--- src/rtl/fpu_link_pkg.sv ---
// Shared definitions for the FPU byte link: pin tags, opcodes, FSM states,
// status-byte layout and the status packing helper.
package fpu_link_pkg;

    // Input pin tags; the output side reuses TAG_A (result byte) and TAG_OP (status byte).
    typedef enum logic [1:0] {
        TAG_IDLE = 2'b00,
        TAG_A    = 2'b01,
        TAG_B    = 2'b10,
        TAG_OP   = 2'b11
    } tag_e;

    // Opcodes understood by the FPU core.
    localparam logic [3:0] OP_ADD = 4'd1;
    localparam logic [3:0] OP_SUB = 4'd2;
    localparam logic [3:0] OP_MUL = 4'd3;
    localparam logic [3:0] OP_DIV = 4'd4;

    // Issue/collect FSM of the link top.
    typedef enum logic [2:0] {
        ST_IDLE    = 3'd0,
        ST_ISSUE   = 3'd1,
        ST_WAIT    = 3'd2,
        ST_SEND_HI = 3'd3,
        ST_SEND_LO = 3'd4,
        ST_SEND_ST = 3'd5
    } link_state_e;

    // Which byte the serializer currently presents on the pins.
    typedef enum logic [1:0] {
        TX_IDLE = 2'd0,
        TX_HI   = 2'd1,
        TX_LO   = 2'd2,
        TX_ST   = 2'd3
    } tx_state_e;

    // Operand byte pointer values.
    localparam logic PTR_HI = 1'b0;
    localparam logic PTR_LO = 1'b1;

    // Status byte layout: {overrun, timeout, 0, flags[4:0]}.
    localparam int STAT_OVERRUN_BIT = 7;
    localparam int STAT_TIMEOUT_BIT = 6;
    localparam int STAT_FLAGS_W     = 5;

    // Canonical quiet NaN reported when the core never answers.
    localparam logic [15:0] TIMEOUT_RESULT = 16'h7E00;

    // Build the status byte from its fields.
    function automatic logic [7:0] pack_status(
        input logic                    overrun,
        input logic                    timeout,
        input logic [STAT_FLAGS_W-1:0] flags
    );
        logic [7:0] s;
        s = 8'h00;
        s[STAT_OVERRUN_BIT]   = overrun;
        s[STAT_TIMEOUT_BIT]   = timeout;
        s[STAT_FLAGS_W-1:0]   = flags;
        return s;
    endfunction

endpackage

--- src/rtl/fpu_link_tx.sv ---
// Result/status serializer: on a load pulse presents the result high byte,
// then the low byte, then the status byte, then returns the pins to idle.
// The overrun bit is sampled when the status byte is emitted so that drops
// seen while the result bytes are still going out are reported too.
module fpu_link_tx
    import fpu_link_pkg::*;
(
    input  logic        clock,
    input  logic        reset,
    input  logic        load_i,
    input  logic [15:0] data_i,
    input  logic [4:0]  flags_i,
    input  logic        timeout_i,
    input  logic        overrun_i,
    output logic [1:0]  out_tag_o,
    output logic [7:0]  out_val_o
);

    tx_state_e   state_q;
    logic [7:0]  lo_q;
    logic [4:0]  flags_q;
    logic        timeout_q;
    logic [1:0]  out_tag_q;
    logic [7:0]  out_val_q;

    // Serializer sequencing with registered pin outputs.
    always_ff @(posedge clock) begin
        if (reset) begin
            state_q   <= TX_IDLE;
            lo_q      <= 8'h00;
            flags_q   <= 5'd0;
            timeout_q <= 1'b0;
            out_tag_q <= TAG_IDLE;
            out_val_q <= 8'h00;
        end else begin
            case (state_q)
                TX_HI: begin
                    out_tag_q <= TAG_A;
                    out_val_q <= lo_q;
                    state_q   <= TX_LO;
                end
                TX_LO: begin
                    out_tag_q <= TAG_OP;
                    out_val_q <= pack_status(overrun_i, timeout_q, flags_q);
                    state_q   <= TX_ST;
                end
                default: begin
                    if (load_i) begin
                        out_tag_q <= TAG_A;
                        out_val_q <= data_i[15:8];
                        lo_q      <= data_i[7:0];
                        flags_q   <= flags_i;
                        timeout_q <= timeout_i;
                        state_q   <= TX_HI;
                    end else begin
                        out_tag_q <= TAG_IDLE;
                        out_val_q <= 8'h00;
                        state_q   <= TX_IDLE;
                    end
                end
            endcase
        end
    end

    assign out_tag_o = out_tag_q;
    assign out_val_o = out_val_q;

endmodule

--- src/rtl/fpu_byte_link.sv ---
// Chip-side endpoint of the 8-bit tagged pin protocol for the 16-bit FPU.
// Assembles operands and opcode from tagged bytes, issues a command over a
// valid/ready handshake, waits for the result (with timeout) and streams the
// result and status back through the serializer.
module fpu_byte_link
    import fpu_link_pkg::*;
#(
    parameter int TIMEOUT = 64,
    parameter int OP_W    = 4
) (
    input  logic            clock,
    input  logic            reset,
    input  logic [1:0]      in_tag,
    input  logic [7:0]      in_val,
    output logic [1:0]      out_tag,
    output logic [7:0]      out_val,
    output logic            ready,
    output logic            cmd_valid,
    input  logic            cmd_ready,
    output logic [15:0]     cmd_a,
    output logic [15:0]     cmd_b,
    output logic [OP_W-1:0] cmd_op,
    input  logic            res_valid,
    input  logic [15:0]     res_data,
    input  logic [4:0]      res_flags
);

    localparam int              TMR_W    = $clog2(TIMEOUT);
    localparam logic [TMR_W-1:0] TMR_LAST = TMR_W'(TIMEOUT - 1);

    // Operand assembly state.
    logic [15:0] a_q, a_d;
    logic [15:0] b_q, b_d;
    logic        a_ptr_q, a_ptr_d;
    logic        b_ptr_q, b_ptr_d;
    logic [1:0]  prev_tag_q;

    // Issue/collect state.
    link_state_e     state_q;
    logic            cmd_valid_q;
    logic [15:0]     cmd_a_q;
    logic [15:0]     cmd_b_q;
    logic [OP_W-1:0] cmd_op_q;
    logic [TMR_W-1:0] timer_q;
    logic            overrun_q;
    logic            ready_q;

    // Event and serializer-load decode.
    logic        op_event_s;
    logic        drop_s;
    logic        load_s;
    logic [15:0] load_data_s;
    logic [4:0]  load_flags_s;
    logic        load_timeout_s;
    logic        in_val_unused_s;

    // Opcode bytes above OP_W are not part of the command.
    assign in_val_unused_s = ^in_val;

    // A held opcode tag fires once; prev_tag resets to TAG_OP so a tag held through reset never fires.
    assign op_event_s = (in_tag == TAG_OP) && (prev_tag_q != TAG_OP);
    assign drop_s     = op_event_s && (state_q != ST_IDLE);

    // Next operand bytes and pointers; an opcode event resynchronises both pointers.
    always_comb begin
        a_d     = a_q;
        b_d     = b_q;
        a_ptr_d = a_ptr_q;
        b_ptr_d = b_ptr_q;
        case (in_tag)
            TAG_A: begin
                if (a_ptr_q == PTR_HI) begin
                    a_d[15:8] = in_val;
                end else begin
                    a_d[7:0] = in_val;
                end
                a_ptr_d = ~a_ptr_q;
            end
            TAG_B: begin
                if (b_ptr_q == PTR_HI) begin
                    b_d[15:8] = in_val;
                end else begin
                    b_d[7:0] = in_val;
                end
                b_ptr_d = ~b_ptr_q;
            end
            TAG_OP: begin
                if (op_event_s) begin
                    a_ptr_d = PTR_HI;
                    b_ptr_d = PTR_HI;
                end else begin
                    a_ptr_d = a_ptr_q;
                    b_ptr_d = b_ptr_q;
                end
            end
            default: begin
                a_d = a_q;
                b_d = b_q;
            end
        endcase
    end

    // Operand registers, tag history and link-up flag.
    always_ff @(posedge clock) begin
        if (reset) begin
            a_q        <= 16'h0000;
            b_q        <= 16'h0000;
            a_ptr_q    <= PTR_HI;
            b_ptr_q    <= PTR_HI;
            prev_tag_q <= TAG_OP;
            ready_q    <= 1'b0;
        end else begin
            a_q        <= a_d;
            b_q        <= b_d;
            a_ptr_q    <= a_ptr_d;
            b_ptr_q    <= b_ptr_d;
            prev_tag_q <= in_tag;
            ready_q    <= 1'b1;
        end
    end

    // Serializer load: a real result wins over a timeout on the same cycle.
    always_comb begin
        load_s         = 1'b0;
        load_data_s    = res_data;
        load_flags_s   = res_flags;
        load_timeout_s = 1'b0;
        if (state_q == ST_WAIT) begin
            if (res_valid) begin
                load_s = 1'b1;
            end else if (timer_q == TMR_LAST) begin
                load_s         = 1'b1;
                load_data_s    = TIMEOUT_RESULT;
                load_flags_s   = 5'd0;
                load_timeout_s = 1'b1;
            end else begin
                load_s = 1'b0;
            end
        end else begin
            load_s = 1'b0;
        end
    end

    // Issue/collect FSM with registered command outputs and sticky overrun.
    always_ff @(posedge clock) begin
        if (reset) begin
            state_q     <= ST_IDLE;
            cmd_valid_q <= 1'b0;
            cmd_a_q     <= 16'h0000;
            cmd_b_q     <= 16'h0000;
            cmd_op_q    <= '0;
            timer_q     <= '0;
            overrun_q   <= 1'b0;
        end else begin
            if (drop_s) begin
                overrun_q <= 1'b1;
            end else if (state_q == ST_SEND_ST) begin
                overrun_q <= 1'b0;
            end else begin
                overrun_q <= overrun_q;
            end

            case (state_q)
                ST_IDLE: begin
                    if (op_event_s) begin
                        cmd_a_q     <= a_q;
                        cmd_b_q     <= b_q;
                        cmd_op_q    <= in_val[OP_W-1:0];
                        cmd_valid_q <= 1'b1;
                        state_q     <= ST_ISSUE;
                    end else begin
                        state_q <= ST_IDLE;
                    end
                end
                ST_ISSUE: begin
                    if (cmd_ready) begin
                        cmd_valid_q <= 1'b0;
                        timer_q     <= '0;
                        state_q     <= ST_WAIT;
                    end else begin
                        state_q <= ST_ISSUE;
                    end
                end
                ST_WAIT: begin
                    if (load_s) begin
                        state_q <= ST_SEND_HI;
                    end else begin
                        timer_q <= timer_q + TMR_W'(1);
                    end
                end
                ST_SEND_HI: begin
                    state_q <= ST_SEND_LO;
                end
                ST_SEND_LO: begin
                    state_q <= ST_SEND_ST;
                end
                ST_SEND_ST: begin
                    state_q <= ST_IDLE;
                end
                default: begin
                    cmd_valid_q <= 1'b0;
                    state_q     <= ST_IDLE;
                end
            endcase
        end
    end

    fpu_link_tx u_tx (
        .clock     (clock),
        .reset     (reset),
        .load_i    (load_s),
        .data_i    (load_data_s),
        .flags_i   (load_flags_s),
        .timeout_i (load_timeout_s),
        .overrun_i (overrun_q | drop_s),
        .out_tag_o (out_tag),
        .out_val_o (out_val)
    );

    assign ready     = ready_q;
    assign cmd_valid = cmd_valid_q;
    assign cmd_a     = cmd_a_q;
    assign cmd_b     = cmd_b_q;
    assign cmd_op    = cmd_op_q;

endmodule

--- config.mk ---
export PLATFORM = sky130hd
export DESIGN_NAME = fpu_byte_link
export DESIGN_NICKNAME = d
export VERILOG_FILES = /design/src/rtl/fpu_link_pkg.sv /design/src/rtl/fpu_link_tx.sv /design/src/rtl/fpu_byte_link.sv
export SDC_FILE = /design/constraint.sdc
export NUM_CORES = 1
export LEC_CHECK = 0
export BUFFER_PORTS_ARGS = -buffer_cell sky130_fd_sc_hd__buf_2
export CAP_MARGIN = 20
export CORE_ASPECT_RATIO = 2
export CORE_MARGIN = 2
export CORE_UTILIZATION = 42
export CTS_BUF_LIST = sky130_fd_sc_hd__clkbuf_16
export CTS_CLUSTER_SIZE = 24
export DETAILED_ROUTE_END_ITERATION = 8
export PLACE_DENSITY = 0.69
export SYNTH_ARGS = -nofsm -noshare
export SYNTH_HDL_FRONTEND = slang
export SYNTH_SLANG_ARGS = --single-unit
export TNS_END_PERCENT = 10
--- constraint.sdc ---
create_clock -name clock -period 2.3 [get_ports clock]
set_input_delay 0.115 -clock clock [delete_from_list [all_inputs] [get_ports clock]]
set_output_delay 0.115 -clock clock [all_outputs]
set_load 0.02 [all_outputs]
==> summary.txt <==
Routing
  – Final antenna-violating net count: 0
  – Initial drt markers: around 170
  – Vias: between 3k and 4k
  – Routed len/inst: 14.4 µm
  – DRC viols: 0
  – Wirelength, routed: roughly 9700 µm
  – Vias per Instance: between 5 and 6
  – DRT Pass-1 Iters: 4

Timing
  – Max-slew violations: 0
  – Final setup violation count: 0
  – Worst Skew: ~0.011 ns
  – Min cycle time layout: roughly 1.8 ns
  – Final worst-path cycle share: approximately four fifths
  – Fin Setup TNS: 0 ns
  – Slew @ Worst Pin: between 0.7 and 0.8 ns
  – Final Hold Fails: 0
  – Max frequency: 547 MHz
  – Worst relative slew slack: between 40% and 50%
  – RSZ-0062 raised after global routing: no

Logic synthesis
  – Synth Area in Adders: roughly 1.2%
  – Yosys warnings: 0
  – Syn Nets: approximately 510
  – Synth Area in Compound Gates: 15.1%
  – Top cells by area, synth: dfxtp_1 53%, nand2_1 8.5%, mux2i_1 7.9%
  – Yosys cell types: 45
  – Synth Area in Simple Gates: between 10% and 20%
  – Yosys top cell by area: dfxtp_1
  – Multiplexer area fraction after synthesis: under 10%
  – Most used DFF post-synth: dfxtp_1
  – Sequential share of the synthesized area: 52.7%
  – Xor and xnor area share after synthesis: 0.419%
  – Synth Instances: between 400 and 500
  – Post-synth EDFFs: 0
  – Top-count cell post-synth: dfxtp_1
  – Yosys reg bits: 110
  – Post-Synthesis Mean Instance Area: just under 9 µm²
  – Yosys top cell area share: 52.7%
  – Cell area after synthesis: about 4200 µm²
  – Largest family of logic cells by synthesized area: simple AND/OR/NAND/NOR gates
  – Post-synth ARST share: 0%
  – Post-synth top cells: 110 x dfxtp_1, 95 x nand2_1, 62 x a21oi_1

Power
  – Cell Pwr Density: just under 800 nW/µm²
  – Sequential Power Share: between 50% and 60%
  – Sw frac: 24.0%
  – Comb pwr share: approximately 6.9%
  – Max VDD drop: a little under 0.4 mV
  – Leak: 2.05 nW
  – Switching pwr: around 900 µW
  – Clock network power share: 41.4%
  – Internal power: 2.90 mW

Job
  – Max-cap violations: 0

Setup path
  – Critical path launch point type: register
  – Critical path type: register to register
  – Critical-path cell list: nor3b_2 > and3_1 > nand2_1 > a21oi_1
  – CP arrival: around 2.1 ns
  – Crit path max fanout: 14
  – CP max-delay cell: dfxtp_1
  – Critical path required time: roughly 2.6 ns
  – Crit end category: register
  – Largest stage delay, worst path: 0.55 ns

CTS
  – H-tree levels: 3
  – Maximum buffer depth of the clock tree: 2
  – CTS Sinks: 110
  – Root Driver: clkbuf_16
  – Total CTS buffers: 9
  – Clk_lat worst skew: approximately 0.35 ns
  – CTS clk-pin slew, worst paths: ~0.07 ns
  – CTS tree: yes
  – Post-cts sizing count: 0

Placement
  – Final HPWL DP: around 6900 µm
  – PortBufs: between 80 and 90
  – Cell count after placement: roughly 660
  – Gp weighted congestion: 0.834

Die
  – Initial Util: a little over two fifths
  – Die Y: 145 µm
  – Num rows: around 50
  – Core area: 9700 µm²
  – DIE WIDTH: about 75 µm
  – I/O pins: 83
  – Die area: 10800 µm²

Layout
  – Share of post-route cells with drive strength above 1: roughly a fifth
  – Non-Filler Instances: between 600 and 700
  – Area Overhead vs Synth: 18.9%
  – Final net count: about 580
  – N_diodes: 0

Global routing
  – Via count of the first global-routing pass: around 3.3k
  – Gr ovfl total: 0
  – Largest net degree at the start of global routing: 77
  – Initial antenna violation count: 0
  – First-pass GRT wire length: ~16000 µm
  – Tot GR Track Use: a little under a fifth

Run status
  – Status: finished clean

Min path
  – Hold/Removal Path Class: input port to register
## registers in the layout, indices dropped and copies added, names as in the netlist, 2 cells and up
register / count
u_tx.out_tag_o: 2
u_tx.flags_q: 5
cmd_op: 4
a_q: 16
cmd_b: 16
u_tx.lo_q: 8
cmd_a: 16
u_tx.state_q: 2
prev_tag_q: 2
state_q: 3
timer_q: 6
b_q: 16
u_tx.out_val_o: 8
## through the flow
step                util (%)  area (µm²)  hold WS, ns  worst slack (ns)  total power [mW]
floorplan                  -        4180        0.237             0.749              2.19
global placement        47.7        4630        0.366             0.551              2.27
detailed placement      47.7        4630        0.371             0.511              2.28
CTS                     51.2        4970    0.0000513             0.484              3.86
global route            51.2        4970      0.00364             0.342              3.97
finish                  51.2        4970      0.00825             0.471              3.82
## cell families after synthesis
kind of cell	after synthesis
buffers and inverters	39
muxes	33
and+or+nand+nor	170
xor gates and xnor gates	2
AOI/OAI and AO/OA	110
adders and majority gates	4
DFF	110
## routing by layer
layer	wire length, µm	GRT usage, %	vias up
met5	0	0	-
met4	222	8.30	0
met3	431	4.17	16
met2	5430	33.8	93
met1	3600	20.3	1578
li1	-	-	1727
## critical path: cells and delay by family, from the launching register on
family,cells,cell delay [ns]
simple gates,3,1.05
flops,1,0.55
compound gates,1,0.17
## path summary, 6_finish.rpt
kind / start / to / slack [ns] / depth (start not counted)
worst min register to register: cmd_a[8] / cmd_a[8] / 0.45 / 2
worst min-delay path: res_flags[4] / u_tx.flags_q[4] / 0.008 / 3
worst max register to register: state_q[1] / u_tx.lo_q[5] / 0.47 / 4
worst max-delay path: state_q[1] / u_tx.lo_q[5] / 0.47 / 4
## cell usage in the layout, fill, tap and decap left out, types with 4 or more instances in the layout
cell / instances
a21oi_1: 62
a22oi_1: 6
buf_2: 82
buf_4: 4
clkbuf_16: 9
dfxtp_1: 110
ha_1: 4
inv_1: 8
mux2i_1: 33
nand2_1: 95
nand2b_1: 4
nand3_1: 7
nand3b_1: 4
nor2_1: 38
nor3_1: 5
o21ai_0: 15
o21ai_1: 5
o22ai_1: 6
or2_2: 4
## final cells by class
type	instances	area [µm²]
Tap cell	132	165
Clock inverter	7	81.3
Clock buffer	9	225
Inverter	8	30.0
Sequential cell	110	2200
Timing Repair Buffer	89	470
Fill cell	990	4730
Multi-Input combinational cell	319	1790
## power by group through the flow
stage	clock, mW	sequential (mW)	combinational [mW]
after CTS	1.62	1.97	0.268
after detailed placement	0	2.02	0.263
after floorplan	0	2.02	0.173
after global routing	1.70	1.98	0.292
final	1.58	1.97	0.264
after global placement	0	2.02	0.258
## repair_timing
| action | in CTS | in global routing |
|---|---|---|
| setup endpoints to repair | 0 | 0 |
| setup buffers | 0 | 0 |
| endpoints found under the hold margin | 3 | 0 |
| hold buffers | 3 | 0 |
(Power assumes the default switching activity.)
